File: src/rtl/imem_fetch_ctrl_if.sv
// Loader, memory-port and decode-side signals of the instruction fetch controller.
// The controller takes the slave modport; the memory/loader/decode side takes master.
interface imem_fetch_ctrl_if #(
   parameter int AW = 7
);
   logic          load_en;
   logic          load_valid;
   logic [31:0]   load_data;
   logic          load_ready;
   logic [AW:0]   load_count;

   logic          start;
   logic          halt;
   logic          stall;
   logic          redirect_valid;
   logic [31:0]   redirect_pc;

   logic [AW-1:0] mem_addr;
   logic          mem_we;
   logic [31:0]   mem_wdata;
   logic [31:0]   mem_rdata;

   logic [31:0]   pc_o;
   logic [31:0]   inst_o;
   logic          inst_valid;
   logic          fault;

   modport slave (
      input  load_en, load_valid, load_data,
      input  start, halt, stall, redirect_valid, redirect_pc,
      input  mem_rdata,
      output load_ready, load_count,
      output mem_addr, mem_we, mem_wdata,
      output pc_o, inst_o, inst_valid, fault
   );

   modport master (
      output load_en, load_valid, load_data,
      output start, halt, stall, redirect_valid, redirect_pc,
      output mem_rdata,
      input  load_ready, load_count,
      input  mem_addr, mem_we, mem_wdata,
      input  pc_o, inst_o, inst_valid, fault
   );
endinterface

File: src/rtl/imem_fetch_ctrl.sv
// Instruction memory sequencer: loader writes at 1 word/cycle, then one registered fetch per cycle.
// Fetch result is registered (1-cycle latency); stall holds pc and outputs, load_ready drops when memory is full.
module imem_fetch_ctrl #(
   parameter int          DEPTH    = 128,
   parameter int          AW       = 7,
   parameter logic [31:0] RESET_PC = 32'h0000_0000
) (
   input  logic            clk,
   input  logic            rst_n,
   imem_fetch_ctrl_if.slave bus
);
   localparam logic [1:0] S_IDLE  = 2'd0;
   localparam logic [1:0] S_LOAD  = 2'd1;
   localparam logic [1:0] S_RUN   = 2'd2;
   localparam logic [1:0] S_FAULT = 2'd3;

   localparam logic [AW:0] DEPTH_CNT = (AW+1)'(DEPTH);
   localparam logic [29:0] DEPTH_W   = 30'(DEPTH);

   logic [1:0]  state_q, state_d;
   logic [31:0] pc_q, pc_d;
   logic [AW:0] load_count_q, load_count_d;
   logic [31:0] pc_out_q, pc_out_d;
   logic [31:0] inst_q, inst_d;
   logic        inst_vld_q, inst_vld_d;
   logic        fault_q, fault_d;

   logic          load_rdy;
   logic          load_acc;
   logic [AW-1:0] mem_addr;

   // A fetch address is illegal if misaligned or past the last memory word.
   function automatic logic addr_bad(input logic [31:0] a);
      return (a[1:0] != 2'b00) || (a[31:2] >= DEPTH_W);
   endfunction

   assign load_rdy = (state_q == S_LOAD) && (load_count_q < DEPTH_CNT);
   assign load_acc = load_rdy && bus.load_valid;

   always_comb begin
      mem_addr = '0;
      if (state_q == S_LOAD) begin
         mem_addr = load_count_q[AW-1:0];
      end else if (state_q == S_RUN) begin
         mem_addr = pc_q[AW+1:2];
      end
   end

   assign bus.load_ready = load_rdy;
   assign bus.load_count = load_count_q;
   assign bus.mem_addr   = mem_addr;
   assign bus.mem_we     = load_acc;
   assign bus.mem_wdata  = load_acc ? bus.load_data : 32'h0;
   assign bus.pc_o       = pc_out_q;
   assign bus.inst_o     = inst_q;
   assign bus.inst_valid = inst_vld_q;
   assign bus.fault      = fault_q;

   always_comb begin
      state_d      = state_q;
      pc_d         = pc_q;
      load_count_d = load_count_q;
      pc_out_d     = pc_out_q;
      inst_d       = inst_q;
      inst_vld_d   = inst_vld_q;
      fault_d      = fault_q;

      case (state_q)
         S_IDLE: begin
            if (bus.load_en) begin
               state_d      = S_LOAD;
               load_count_d = '0;
            end else if (bus.start) begin
               state_d = S_RUN;
               pc_d    = RESET_PC;
            end
         end

         S_LOAD: begin
            if (load_acc) begin
               load_count_d = load_count_q + (AW+1)'(1);
            end
            if (!bus.load_en) begin
               state_d = S_IDLE;
            end
         end

         S_RUN: begin
            if (bus.halt) begin
               state_d    = S_IDLE;
               inst_vld_d = 1'b0;
            end else if (bus.redirect_valid) begin
               // Squash the wrong-path word; the target is checked when it is fetched.
               pc_d       = bus.redirect_pc;
               inst_vld_d = 1'b0;
            end else if (!bus.stall) begin
               if (addr_bad(pc_q)) begin
                  state_d    = S_FAULT;
                  fault_d    = 1'b1;
                  inst_vld_d = 1'b0;
               end else begin
                  inst_d     = bus.mem_rdata;
                  pc_out_d   = pc_q;
                  inst_vld_d = 1'b1;
                  pc_d       = pc_q + 32'd4;
               end
            end
         end

         default: begin
            if (bus.halt) begin
               state_d = S_IDLE;
               fault_d = 1'b0;
            end else if (bus.redirect_valid && !addr_bad(bus.redirect_pc)) begin
               state_d = S_RUN;
               pc_d    = bus.redirect_pc;
               fault_d = 1'b0;
            end
         end
      endcase
   end

   always_ff @(posedge clk or negedge rst_n) begin
      if (!rst_n) begin
         state_q      <= S_IDLE;
         pc_q         <= RESET_PC;
         load_count_q <= '0;
         pc_out_q     <= '0;
         inst_q       <= '0;
         inst_vld_q   <= 1'b0;
         fault_q      <= 1'b0;
      end else begin
         state_q      <= state_d;
         pc_q         <= pc_d;
         load_count_q <= load_count_d;
         pc_out_q     <= pc_out_d;
         inst_q       <= inst_d;
         inst_vld_q   <= inst_vld_d;
         fault_q      <= fault_d;
      end
   end
endmodule

File: src/flat_wrapper.sv
// flat-port wrapper written by rule: the top's interface ports become plain ports
module imem_fetch_ctrl_flat 
#(
   parameter int          DEPTH    = 128,
   parameter int          AW       = 7,
   parameter logic [31:0] RESET_PC = 32'h0000_0000
)
  (clk, rst_n, bus_load_en, bus_load_valid, bus_load_data, bus_start, bus_halt, bus_stall, bus_redirect_valid, bus_redirect_pc, bus_mem_rdata, bus_load_ready, bus_load_count, bus_mem_addr, bus_mem_we, bus_mem_wdata, bus_pc_o, bus_inst_o, bus_inst_valid, bus_fault);
  imem_fetch_ctrl_if #(.AW(AW)) bus_i ();
  input  logic clk;
  input  logic rst_n;
  input wire logic [$bits(bus_i.load_en)-1:0] bus_load_en;
  input wire logic [$bits(bus_i.load_valid)-1:0] bus_load_valid;
  input wire logic [$bits(bus_i.load_data)-1:0] bus_load_data;
  input wire logic [$bits(bus_i.start)-1:0] bus_start;
  input wire logic [$bits(bus_i.halt)-1:0] bus_halt;
  input wire logic [$bits(bus_i.stall)-1:0] bus_stall;
  input wire logic [$bits(bus_i.redirect_valid)-1:0] bus_redirect_valid;
  input wire logic [$bits(bus_i.redirect_pc)-1:0] bus_redirect_pc;
  input wire logic [$bits(bus_i.mem_rdata)-1:0] bus_mem_rdata;
  output wire logic [$bits(bus_i.load_ready)-1:0] bus_load_ready;
  output wire logic [$bits(bus_i.load_count)-1:0] bus_load_count;
  output wire logic [$bits(bus_i.mem_addr)-1:0] bus_mem_addr;
  output wire logic [$bits(bus_i.mem_we)-1:0] bus_mem_we;
  output wire logic [$bits(bus_i.mem_wdata)-1:0] bus_mem_wdata;
  output wire logic [$bits(bus_i.pc_o)-1:0] bus_pc_o;
  output wire logic [$bits(bus_i.inst_o)-1:0] bus_inst_o;
  output wire logic [$bits(bus_i.inst_valid)-1:0] bus_inst_valid;
  output wire logic [$bits(bus_i.fault)-1:0] bus_fault;
  assign bus_i.load_en = bus_load_en;
  assign bus_i.load_valid = bus_load_valid;
  assign bus_i.load_data = bus_load_data;
  assign bus_i.start = bus_start;
  assign bus_i.halt = bus_halt;
  assign bus_i.stall = bus_stall;
  assign bus_i.redirect_valid = bus_redirect_valid;
  assign bus_i.redirect_pc = bus_redirect_pc;
  assign bus_i.mem_rdata = bus_mem_rdata;
  assign bus_load_ready = bus_i.load_ready;
  assign bus_load_count = bus_i.load_count;
  assign bus_mem_addr = bus_i.mem_addr;
  assign bus_mem_we = bus_i.mem_we;
  assign bus_mem_wdata = bus_i.mem_wdata;
  assign bus_pc_o = bus_i.pc_o;
  assign bus_inst_o = bus_i.inst_o;
  assign bus_inst_valid = bus_i.inst_valid;
  assign bus_fault = bus_i.fault;
  imem_fetch_ctrl #(.DEPTH(DEPTH), .AW(AW), .RESET_PC(RESET_PC)) u_core (.clk(clk), .rst_n(rst_n), .bus(bus_i));
endmodule
File: config.mk
export PLATFORM = sky130hd
export DESIGN_NAME = imem_fetch_ctrl_flat
export DESIGN_NICKNAME = d
export VERILOG_FILES = /design/src/rtl/imem_fetch_ctrl_if.sv /design/src/rtl/imem_fetch_ctrl.sv /design/src/flat_wrapper.sv
export SDC_FILE = /design/constraint.sdc
export NUM_CORES = 1
export LEC_CHECK = 0
export ABC_CLOCK_PERIOD_IN_PS = 4900
export BUFFER_PORTS_ARGS = -buffer_cell sky130_fd_sc_hd__buf_2
export CAP_MARGIN = 10
export CORE_MARGIN = 4
export CORE_UTILIZATION = 52
export DETAILED_ROUTE_END_ITERATION = 8
export GPL_TIMING_DRIVEN = 1
export HOLD_SLACK_MARGIN = 0.15
export PLACE_DENSITY = 0.86
export SYNTH_ARGS = -nofsm -noshare
export SYNTH_HDL_FRONTEND = slang
export SYNTH_SLANG_ARGS = --single-unit
export TNS_END_PERCENT = 10
File: constraint.sdc
create_clock -name clk -period 4.9 [get_ports clk]
set_input_delay 0.245 -clock clk [delete_from_list [all_inputs] [get_ports clk]]
set_output_delay 0.245 -clock clk [all_outputs]
set_load 0.03 [all_outputs]
==> impl_metrics.json, run 1 <==
{
  "fin_setup_tns_ns": 0,
  "yosysWarnings": 0,
  "critPathMaxStageDelay_ns": 1.00,
  "grt_first_pass_wirelength_microns": 24900,
  "reg2reg_from": "u_core.state_q[0]",
  "end_kind": "flop",
  "p_per_area_nw_per_um2": 314,
  "ctsResizeCount": 0,
  "grt_max_degree": 76,
  "synth_edf_count": 0,
  "die_h_microns": 108,
  "setup_violations": 0,
  "synthCells": 470,
  "finalHoldViolCount": 0,
  "combPwrFrac": 0.234,
  "hold_path_class": "input pin to flop",
  "drv_cap": 0,
  "port_buffers": 218,
  "clkSlewWorstSetupHoldPaths_ns": 0.10,
  "rsz0062_at_grt": "no",
  "reg2reg_depth": 4,
  "cp_data_required_time_ns": 5.09,
  "syn-cell-area_sq_um": 5180,
  "clkPwrFrac": 0.240,
  "finalCritPeriodShare": 0.677,
  "use_met3": 0.0630,
  "skew_ns": 0.0190,
  "ios": 219,
  "r2r_end": "u_core.pc_q[11]",
  "startpoint_type": "input pin",
  "use_met2": 0.491,
  "fp-row-count": 36,
  "vias": 4823,
  "hpwlAfterDp_microns": 11600,
  "layout-area-overhead-vs-synth_pct": 34.5,
  "wl_per_cell_microns": 19.1,
  "worst_hold_slack_ns": 0.173,
  "die_area_sq_um": 11600,
  "setup_slack_ns": 1.59,
  "critPathMaxFanout": 23,
  "cp_slowest_cell": "and3_1",
  "netlist-cell-type-count": 52,
  "max_clock_freq_ghz": 0.302,
  "worstPathArrival_ns": 3.51,
  "core_area_sq_um": 9730,
  "p_int_w": 0.00142,
  "layout-drive-gt1-share": 0.398,
  "grt_pass1_vias": 4847,
  "start_util": 0.533,
  "synth_ff_type": "dfrtp_1",
  "cts_hold_buf": 46,
  "drc": 0,
  "ys_seq_area_frac": 0.522,
  "avgSynthCellArea_sq_um": 11.0,
  "cts-htree-levels": 3,
  "cts_root_buffer": "clkbuf_8",
  "min_period_ns": 3.31,
  "rrSetupSlack_ns": 1.88,
  "routed_wl_microns": 16400,
  "cellLeakagePower_nw": 3.74,
  "endpoint": "u_core.pc_q[11]",
  "synth-seq-cells": 108,
  "cts_setup_buffers": 0,
  "busiest_layer": "met2",
  "worst_pin_slew_ns": 1.11,
  "gr-total-overflow": 0,
  "die_x_microns": 108,
  "mostFrequentLayoutCell": "buf_2",
  "grt.met1_usage": 0.313,
  "synth_fp_nets": 577,
  "fin_nets": 828,
  "cp-startpoint": "bus_redirect_pc[1]",
  "grt.total_usage": 0.276,
  "dr.pass1.iters": 5,
  "seq_area_sq_um": 2700,
  "cts_buffers": 9,
  "clk_latency_ns": 0.38,
  "pwr-share-seq": 0.525,
  "antenna_found_initial": 1,
  "layout_common_cells": "217 x buf_2, 108 x dfrtp_1, 46 x dlygate4sd3_1",
  "place_ws_ns": 1.74,
  "gp_congestion": 0.898,
  "multi_input_comb_area_sq_um": 2270,
  "ir_drop_mv": 0.179,
  "num-fill-cells": 696,
  "critical_path.cell_chain": "dlygate4sd3_1 -> buf_2 -> nor4_1 -> nand3_1 -> o31ai_4 -> and3_1 -> a41oi_1",
  "routed_via_density": 5.60,
  "async_reset_ff_frac": 1.00,
  "drt_iter0_markers": 445,
  "cts_max_path_buffers": 2,
  "cts_tree": "built",
  "relSlewSlack": 0.263,
  "worst-setup-path-type": "input pin to flop",
  "outcome": "finished, final reports clean",
  "swShare": 0.350,
  "antenna_left": 0,
  "power_switching_w": 0.000764,
  "slew_violations": 0,
  "numClockSinks": 108
}
[cell type report]
type	instances	share of cell area
Sequential cell	108	0.388
Multi-Input combinational cell	319	0.327
Inverter	16	0.00862
Antenna cell	2	0.000718
Timing Repair Buffer	267	0.226
Clock buffer	10	0.0183
Clock inverter	6	0.00772
Tap cell	133	0.0239
[cell usage after synthesis, types with 2 or more instances]
master | instances | area, sq um
a22oi_1 | 3 | 22.5
o21ai_0 | 13 | 65.1
mux2_2 | 40 | 450
mux2i_1 | 11 | 110
buf_6 | 2 | 22.5
inv_1 | 16 | 60.1
nor2_1 | 14 | 52.6
a22o_1 | 8 | 70.1
and3_1 | 8 | 50.1
nand2b_1 | 4 | 25.0
nand3_1 | 12 | 60.1
buf_2 | 5 | 25.0
a31oi_1 | 6 | 37.5
and2_1 | 33 | 206
buf_4 | 6 | 45.0
a32oi_1 | 2 | 17.5
a41o_1 | 2 | 20.0
xor2_1 | 4 | 35.0
and4_1 | 3 | 26.3
ha_1 | 3 | 37.5
o31ai_1 | 8 | 60.1
or2_2 | 2 | 12.5
nor4_1 | 12 | 75.1
clkbuf_1 | 14 | 52.6
o21a_1 | 2 | 15.0
nor2b_1 | 28 | 175
nand2_1 | 45 | 169
a21oi_1 | 4 | 20.0
o21ai_2 | 2 | 17.5
dfrtp_1 | 108 | 2700
a41oi_1 | 9 | 78.8
nand4_1 | 10 | 62.6
o2bb2ai_1 | 5 | 43.8
nor3b_2 | 2 | 25.0
o41a_1 | 2 | 22.5
nor3_1 | 3 | 15.0
o2111ai_1 | 4 | 35.0
[cells by family (layout without fill, tap and decap cells)]
kind of cell,after synthesis,count (layout),share of synthesized area
AOI/OAI and AO/OA,78,78,0.118
xor gates and xnor gates,5,5,0.00845
adders and majority gates,3,3,0.00725
buffers and inverters,43,299,0.0396
DFF,108,108,0.522
muxes,51,51,0.108
other,0,2,0
and+or+nand+nor,182,182,0.197
[worst max-delay path: cells and delay by family]
| kind | cells | cell delay, ns |
|---|---|---|
| compound gates | 2 | 0.95 |
| buf+inv | 2 | 0.66 |
| simple gates | 3 | 1.66 |
[layer usage]
layer  routed length (microns)  up-vias
li1                          -     2192
met1                      5830     2321
met2                      8710      260
met3                      1250       50
met4                       617        0
met5                         0        -
[metrics by stage]
step | std cells | utilization | cell area (sq um) | total power, W
3_5_place_dp | 797 | 0.650 | 6320 | 0.00164
4_1_cts | 859 | 0.716 | 6960 | 0.00219
2_1_floorplan | 470 | - | 5180 | 0.00145
6_report | 861 | 0.716 | 6970 | 0.00218
3_3_place_gp | 797 | 0.650 | 6320 | 0.00161
5_1_grt | 860 | 0.716 | 6960 | 0.00230
[flip-flops by register name, indices dropped and copies added (netlist names)]
signal and cells:
u_core.bus.fault 1, u_core.bus.inst_o 32, u_core.bus.inst_valid 1, u_core.bus.load_count 8, u_core.bus.pc_o 32, u_core.pc_q 32
u_core.state_q 2
[power groups by stage]
stage          Clock, W  Combinational (W)  Sequential [W]
3_3_place_gp          0           0.000458         0.00115
2_1_floorplan         0           0.000322         0.00113
3_5_place_dp          0           0.000481         0.00116
4_1_cts        0.000534           0.000511         0.00114
6_report       0.000525           0.000512         0.00115
5_1_grt        0.000567           0.000563         0.00117
[worst min-delay path by stage]
stage | to | cells after the start | from
floorplan | u_core.bus.fault | 0 | rst_n
global placement | u_core.bus.inst_o[14] | 1 | rst_n
detailed placement | u_core.bus.inst_o[14] | 1 | rst_n
CTS | u_core.pc_q[4] | 3 | bus_redirect_pc[4]
global route | u_core.pc_q[10] | 3 | bus_redirect_pc[10]
finish | u_core.pc_q[5] | 3 | bus_redirect_pc[5]
(Power assumes the default switching activity.)
==> inputs of run 2 (changes only) <==
--- a/config.mk
+++ b/config.mk
@@ -5,15 +5,16 @@
 export SDC_FILE = /design/constraint.sdc
 export NUM_CORES = 1
 export LEC_CHECK = 0
-export ABC_CLOCK_PERIOD_IN_PS = 4900
+export ABC_AREA = 1
+export ABC_CLOCK_PERIOD_IN_PS = 3100
 export BUFFER_PORTS_ARGS = -buffer_cell sky130_fd_sc_hd__buf_2
 export CAP_MARGIN = 10
 export CORE_MARGIN = 4
-export CORE_UTILIZATION = 52
+export CORE_UTILIZATION = 50
 export DETAILED_ROUTE_END_ITERATION = 8
 export GPL_TIMING_DRIVEN = 1
 export HOLD_SLACK_MARGIN = 0.15
-export PLACE_DENSITY = 0.86
+export PLACE_DENSITY = 0.81
 export SYNTH_ARGS = -nofsm -noshare
 export SYNTH_HDL_FRONTEND = slang
 export SYNTH_SLANG_ARGS = --single-unit
==> constraint.sdc (replaced) <==
create_clock -name clk -period 3.1 [get_ports clk]
set_input_delay 0.155 -clock clk [delete_from_list [all_inputs] [get_ports clk]]
set_output_delay 0.155 -clock clk [all_outputs]
set_load 0.03 [all_outputs]
==> impl_metrics.json, run 2 <==
{
  "cts_buffers": 9,
  "antenna_left": 0,
  "hpwlAfterDp_microns": 11000,
  "grt_max_degree": 59,
  "synth_edf_count": 0,
  "relSlewSlack": 0.544,
  "synth_area_leaders": "dfrtp_1 47%, nand2_1 16%, inv_1 10%",
  "core_area_sq_um": 11000,
  "yosysWarnings": 0,
  "p_per_area_nw_per_um2": 602,
  "yosysTopAreaCell": "dfrtp_1",
  "gp_congestion": 0.936,
  "vias": 5858,
  "utilization": 0.704,
  "worst-setup-path-type": "flop to flop",
  "synth-seq-cells": 108,
  "min_from": "bus_redirect_pc[1]",
  "ios": 219,
  "grt_first_pass_wirelength_microns": 26900,
  "hold_depth": 5,
  "avgSynthCellArea_sq_um": 7.24,
  "max_clock_freq_ghz": 0.403,
  "cp_num_buf_inv": 3,
  "cts_setup_buffers": 0,
  "grt.total_usage": 0.250,
  "critical_path.cell_chain": "inv_2 -> nand2_4 -> nor2_8 -> inv_4 -> nor2_2 -> nand3_4 -> buf_12 -> nand2_1 -> o21ai_1",
  "dr.pass1.iters": 7,
  "worstSetupPathDepth": 9,
  "die_x_microns": 115,
  "cp_data_required_time_ns": 3.32,
  "reg2reg_from": "u_core.state_q[0]",
  "setup_slack_ns": 0.622,
  "gr-total-overflow": 0,
  "path_delay_family": "simple AND/OR/NAND/NOR gates",
  "end_kind": "flop",
  "grt_pass1_vias": 5632,
  "outcome": "finished, final reports clean",
  "wl_per_cell_microns": 13.5,
  "setup_violations": 0,
  "critPathMaxFanout": 57,
  "skew_ns": 0.00807,
  "worstPathArrival_ns": 2.70,
  "layout-drive-gt1-share": 0.252,
  "min_period_ns": 2.48,
  "fp-row-count": 38,
  "mostFrequentLayoutCell": "nand2_1",
  "ys_top_cells_by_count": "246 x nand2_1, 157 x inv_1, 108 x dfrtp_1, 90 x nor2_1, 35 x o21ai_1",
  "worst_pin_slew_ns": 0.685,
  "finalCritPeriodShare": 0.799,
  "finalHoldViolCount": 0,
  "drc": 0,
  "syn-cell-area_sq_um": 5730,
  "ys_seq_area_frac": 0.472,
  "slew_violations": 0,
  "clkSlewWorstSetupHoldPaths_ns": 0.08,
  "clk_latency_ns": 0.34,
  "critPathMaxStageDelay_ns": 0.51,
  "fin_nets": 1165,
  "ir_drop_mv": 0.401,
  "numClockSinks": 108,
  "antenna_found_initial": 0,
  "drv_cap": 0,
  "cts_tree": "built",
  "cp-startpoint": "u_core.state_q[0]",
  "reg2reg_depth": 9,
  "netlist-cell-type-count": 33,
  "finalNonFillerCells": 1204,
  "synth_fp_nets": 898,
  "synth_ff_type": "dfrtp_1",
  "hold_path_class": "input pin to flop",
  "layout-area-overhead-vs-synth_pct": 35.6,
  "routed_wl_microns": 16200,
  "die_h_microns": 115,
  "num-fill-cells": 863,
  "rsz0062_at_grt": "no",
  "yosysMostFrequentCell": "nand2_1",
  "layout_common_cells": "246 x nand2_1, 217 x buf_2, 157 x inv_1",
  "cp_slowest_cell": "nand3_4",
  "die_area_sq_um": 13200,
  "fin_setup_tns_ns": 0,
  "yosysTopAreaCellShare": 0.472,
  "async_reset_ff_frac": 1.00,
  "start_util": 0.519,
  "place_ws_ns": 0.690,
  "cts-htree-levels": 3,
  "cts_max_path_buffers": 2,
  "routed_via_density": 4.87,
  "cts_root_buffer": "clkbuf_16",
  "port_buffers": 218,
  "cellLeakagePower_nw": 4.76,
  "startpoint_type": "flop",
  "drt_iter0_markers": 686,
  "dp_cells": 1129,
  "synthCells": 791
}
==> run 2: worst paths after layout <==
kind / end / slack, ns
setup / recovery: u_core.bus.inst_o[19] / 0.62
hold / removal: u_core.pc_q[1] / 0.16
hold reg to reg: u_core.bus.pc_o[9] / 0.46
min in group asynchronous: u_core.bus.pc_o[14] / 0.40
max in group asynchronous: u_core.bus.pc_o[4] / 1.96
setup reg to reg: u_core.bus.inst_o[19] / 0.62
==> run 2: worst register-to-register path, cell delays in order (launching register included) <==
cell	delay (ns)
dfrtp_1	0.45
inv_2	0.13
nand2_4	0.14
nor2_8	0.26
inv_4	0.12
nor2_2	0.14
nand3_4	0.51
buf_12	0.42
nand2_1	0.10
o21ai_1	0.09
==> run 2: stage by stage <==
step | hold WS (ns) | total power (W) | area [sq um]
finish | 0.163 | 0.00467 | 7760
global route | 0.190 | 0.00501 | 7760
CTS | 0.153 | 0.00468 | 7760
detailed placement | 0.224 | 0.00351 | 6900
global placement | 0.224 | 0.00348 | 6900
floorplan | -0.141 | 0.00307 | 5730
==> run 2: layer usage <==
metal / wire (microns) / part of all wire / vias to the layer above / GRT usage
met5: 0 / 0 / - / 0
met3: 1470 / 0.091 / 24 / 0.0474
li1: - / - / 2936 / -
met1: 6830 / 0.42 / 2642 / 0.326
met4: 243 / 0.015 / 0 / 0.0751
met2: 7670 / 0.47 / 256 / 0.426
==> run 2: final cells by class <==
cell class | count | area, sq um | area share
inverters | 162 | 611 | 0.0786
clock buffers | 9 | 225 | 0.0290
multi-input cells | 497 | 2260 | 0.291
well taps | 140 | 175 | 0.0226
flip-flops and latches | 108 | 2700 | 0.348
diodes | 1 | 2.50 | 0.000322
clock inverters | 7 | 60.1 | 0.00773
repair buffers | 280 | 1730 | 0.223
==> run 2: power breakdown <==
group	leakage (nW)	internal [W]	total (W)	switching [W]
sequential	1.46	0.00162	0.00183	0.000213
combinational	3.17	0.000563	0.00174	0.00117
clock	0.131	0.000558	0.00111	0.000547
==> run 2: cells by family after synthesis <==
group                    count (synthesis)  share of synthesized area
adder cells (fa/ha/maj)                  3                    0.00656
flip-flops                             108                      0.472
AND/OR/NAND/NOR                        398                      0.289
AO/OA/AOI/OAI                           96                     0.0972
buffers and inverters                  186                      0.135
==> run 2: timing repair <==
| action | 4_1_cts | 5_1_grt |
|---|---|---|
| gates resized for setup | 0 | 0 |
| hold buffers | 58 | 0 |
| endpoints found under the hold margin | 107 | 0 |
==> inputs of run 3 (changes only) <==
--- a/config.mk
+++ b/config.mk
@@ -6,7 +6,7 @@
 export NUM_CORES = 1
 export LEC_CHECK = 0
 export ABC_AREA = 1
-export ABC_CLOCK_PERIOD_IN_PS = 3100
+export ABC_CLOCK_PERIOD_IN_PS = 2500
 export BUFFER_PORTS_ARGS = -buffer_cell sky130_fd_sc_hd__buf_2
 export CAP_MARGIN = 10
 export CORE_MARGIN = 4
==> constraint.sdc (replaced) <==
create_clock -name clk -period 2.5 [get_ports clk]
set_input_delay 0.125 -clock clk [delete_from_list [all_inputs] [get_ports clk]]
set_output_delay 0.125 -clock clk [all_outputs]
set_load 0.03 [all_outputs]
==> impl_metrics.json, run 3 (synthesis results as in run 2) <==
{
  "setup_slack_ns": 0.389,
  "pwr-share-seq": 0.388,
  "numClockSinks": 108,
  "end_kind": "flop",
  "fp-row-count": 38,
  "p_per_area_nw_per_um2": 747,
  "startpoint_type": "flop",
  "clkPwrFrac": 0.244,
  "finalHoldViolCount": 0,
  "antenna_found_initial": 0,
  "critPathMaxFanout": 34,
  "dp_cells": 1131,
  "rrSetupSlack_ns": 0.39,
  "clkSlewWorstSetupHoldPaths_ns": 0.07,
  "slew_violations": 0,
  "utilization": 0.710,
  "worst-setup-path-type": "flop to flop",
  "die_area_sq_um": 13200,
  "cts_max_path_buffers": 2,
  "cp_data_required_time_ns": 2.74,
  "layout-drive-gt1-share": 0.253,
  "cts_root_buffer": "clkbuf_16",
  "hold_path_class": "input pin to flop",
  "combPwrFrac": 0.368,
  "layout_common_cells": "246 x nand2_1, 217 x buf_2, 157 x inv_1",
  "min_period_ns": 2.11,
  "ir_drop_mv": 0.468,
  "worstPathArrival_ns": 2.35,
  "r2r_end": "u_core.pc_q[24]",
  "grt_max_degree": 104,
  "skew_ns": 0.00657,
  "grt_pass1_vias": 5538,
  "ios": 219,
  "power_switching_w": 0.00233,
  "cts_tree": "built",
  "grt_first_pass_wirelength_microns": 25700,
  "min_from": "bus_redirect_pc[9]",
  "swShare": 0.398,
  "gp_congestion": 0.912,
  "core_area_sq_um": 11000,
  "layout-area-overhead-vs-synth_pct": 36.8,
  "relSlewSlack": 0.574,
  "routed_wl_microns": 15800,
  "cts_buffers": 9,
  "fin_nets": 1171,
  "start_util": 0.519,
  "finalNonFillerCells": 1209,
  "rsz0062_at_grt": "no",
  "cts-htree-levels": 3,
  "finalCritPeriodShare": 0.845,
  "worst_pin_slew_ns": 0.637,
  "cellLeakagePower_nw": 4.80,
  "clk_latency_ns": 0.34,
  "setup_violations": 0,
  "vias": 5863,
  "antenna_cells": 0,
  "antenna_left": 0,
  "port_buffers": 218,
  "die_x_microns": 115,
  "hpwlAfterDp_microns": 11000,
  "critical_path.cell_chain": "inv_2 -> nand2_4 -> nor2_8 -> inv_4 -> nor2_1 -> nor2_2 -> nand2_2 -> nand2_1 -> nand2_1 -> inv_1",
  "hold_depth": 5,
  "mostFrequentLayoutCell": "nand2_1",
  "reg2reg_from": "u_core.state_q[0]",
  "cp_slowest_cell": "nand2_2",
  "crit_top_cell": "nand2_1",
  "grt.total_usage": 0.241,
  "p_int_w": 0.00352,
  "drc": 0,
  "place_ws_ns": 0.390,
  "outcome": "finished, final reports clean",
  "gr-total-overflow": 0,
  "drt_iter0_markers": 555,
  "hold-path-endpoint": "u_core.pc_q[9]",
  "drv_cap": 0,
  "die_h_microns": 115,
  "ctsResizeCount": 0,
  "wl_per_cell_microns": 13.0,
  "routed_via_density": 4.85,
  "reg2reg_depth": 10,
  "critPathMaxStageDelay_ns": 0.47,
  "max_clock_freq_ghz": 0.474,
  "dr.pass1.iters": 5,
  "fin_setup_tns_ns": 0
}
[run 3: cell types whose count changed in the layout (fill, tap and decap cells not counted), sizes merged]
cell         previous run  this run
diode                   1         0
clkinv                  1         3
bufinv                  0         1
inv                   165       163
clkinvlp                3         1
dlygate4sd3            58        62
clkbuf                  9        10
buf                   222       224
[run 3: how the worst max path moves through the flow]
stage / startpoint / endpoint / depth (start not counted)
floorplan: u_core.pc_q[2] / u_core.pc_q[16] / 11
global placement: u_core.state_q[0] / u_core.pc_q[25] / 10
detailed placement: u_core.state_q[0] / u_core.pc_q[24] / 10
CTS: u_core.state_q[0] / u_core.pc_q[24] / 10
global route: u_core.state_q[1] / u_core.pc_q[24] / 9
finish: u_core.state_q[0] / u_core.pc_q[24] / 10
[run 3: per-layer routing]
metal	GRT usage	part of all wire
met4	0.0955	0.024
met1	0.309	0.42
met5	0	0
met3	0.0405	0.088
met2	0.409	0.47
[run 3: repair_timing]
| item | in CTS | in global routing |
|---|---|---|
| endpoints found under the hold margin | 170 | 0 |
| setup buffers | 0 | 0 |
| hold buffers | 62 | 0 |
| endpoints found under the setup margin | 0 | 0 |
[run 3: power groups by stage]
stage,Sequential [W],Clock [W],Combinational (W)
4_1_cts,0.00226,0.00146,0.00215
3_5_place_dp,0.00229,0,0.00207
6_report,0.00227,0.00143,0.00215
5_1_grt,0.00231,0.00153,0.00244
2_1_floorplan,0.00227,0,0.00153
3_3_place_gp,0.00229,0,0.00204
[run 3: cell type report]
cell class / instances / area (sq um)
well taps: 140 / 175
multi-input cells: 497 / 2260
fillers: 846 / 3200
inverters: 162 / 611
clock buffers: 10 / 239
flip-flops and latches: 108 / 2700
clock inverters: 6 / 61.3
repair buffers: 286 / 1780
[run 3: critical path, delay by kind of cell (launching register included)]
| kind | cells | cell delay (ns) |
|---|---|---|
| buffers and inverters | 3 | 0.28 |
| AND/OR/NAND/NOR | 7 | 1.27 |
| flip-flops | 1 | 0.45 |
[run 3: metrics by stage]
stage	area [sq um]	hold WS [ns]	total power (W)
finish	7830	0.167	0.00585
detailed placement	6910	0.0235	0.00436
global placement	6910	0.0222	0.00433
global route	7830	0.185	0.00628
floorplan	5730	-0.171	0.00380
CTS	7830	0.151	0.00587
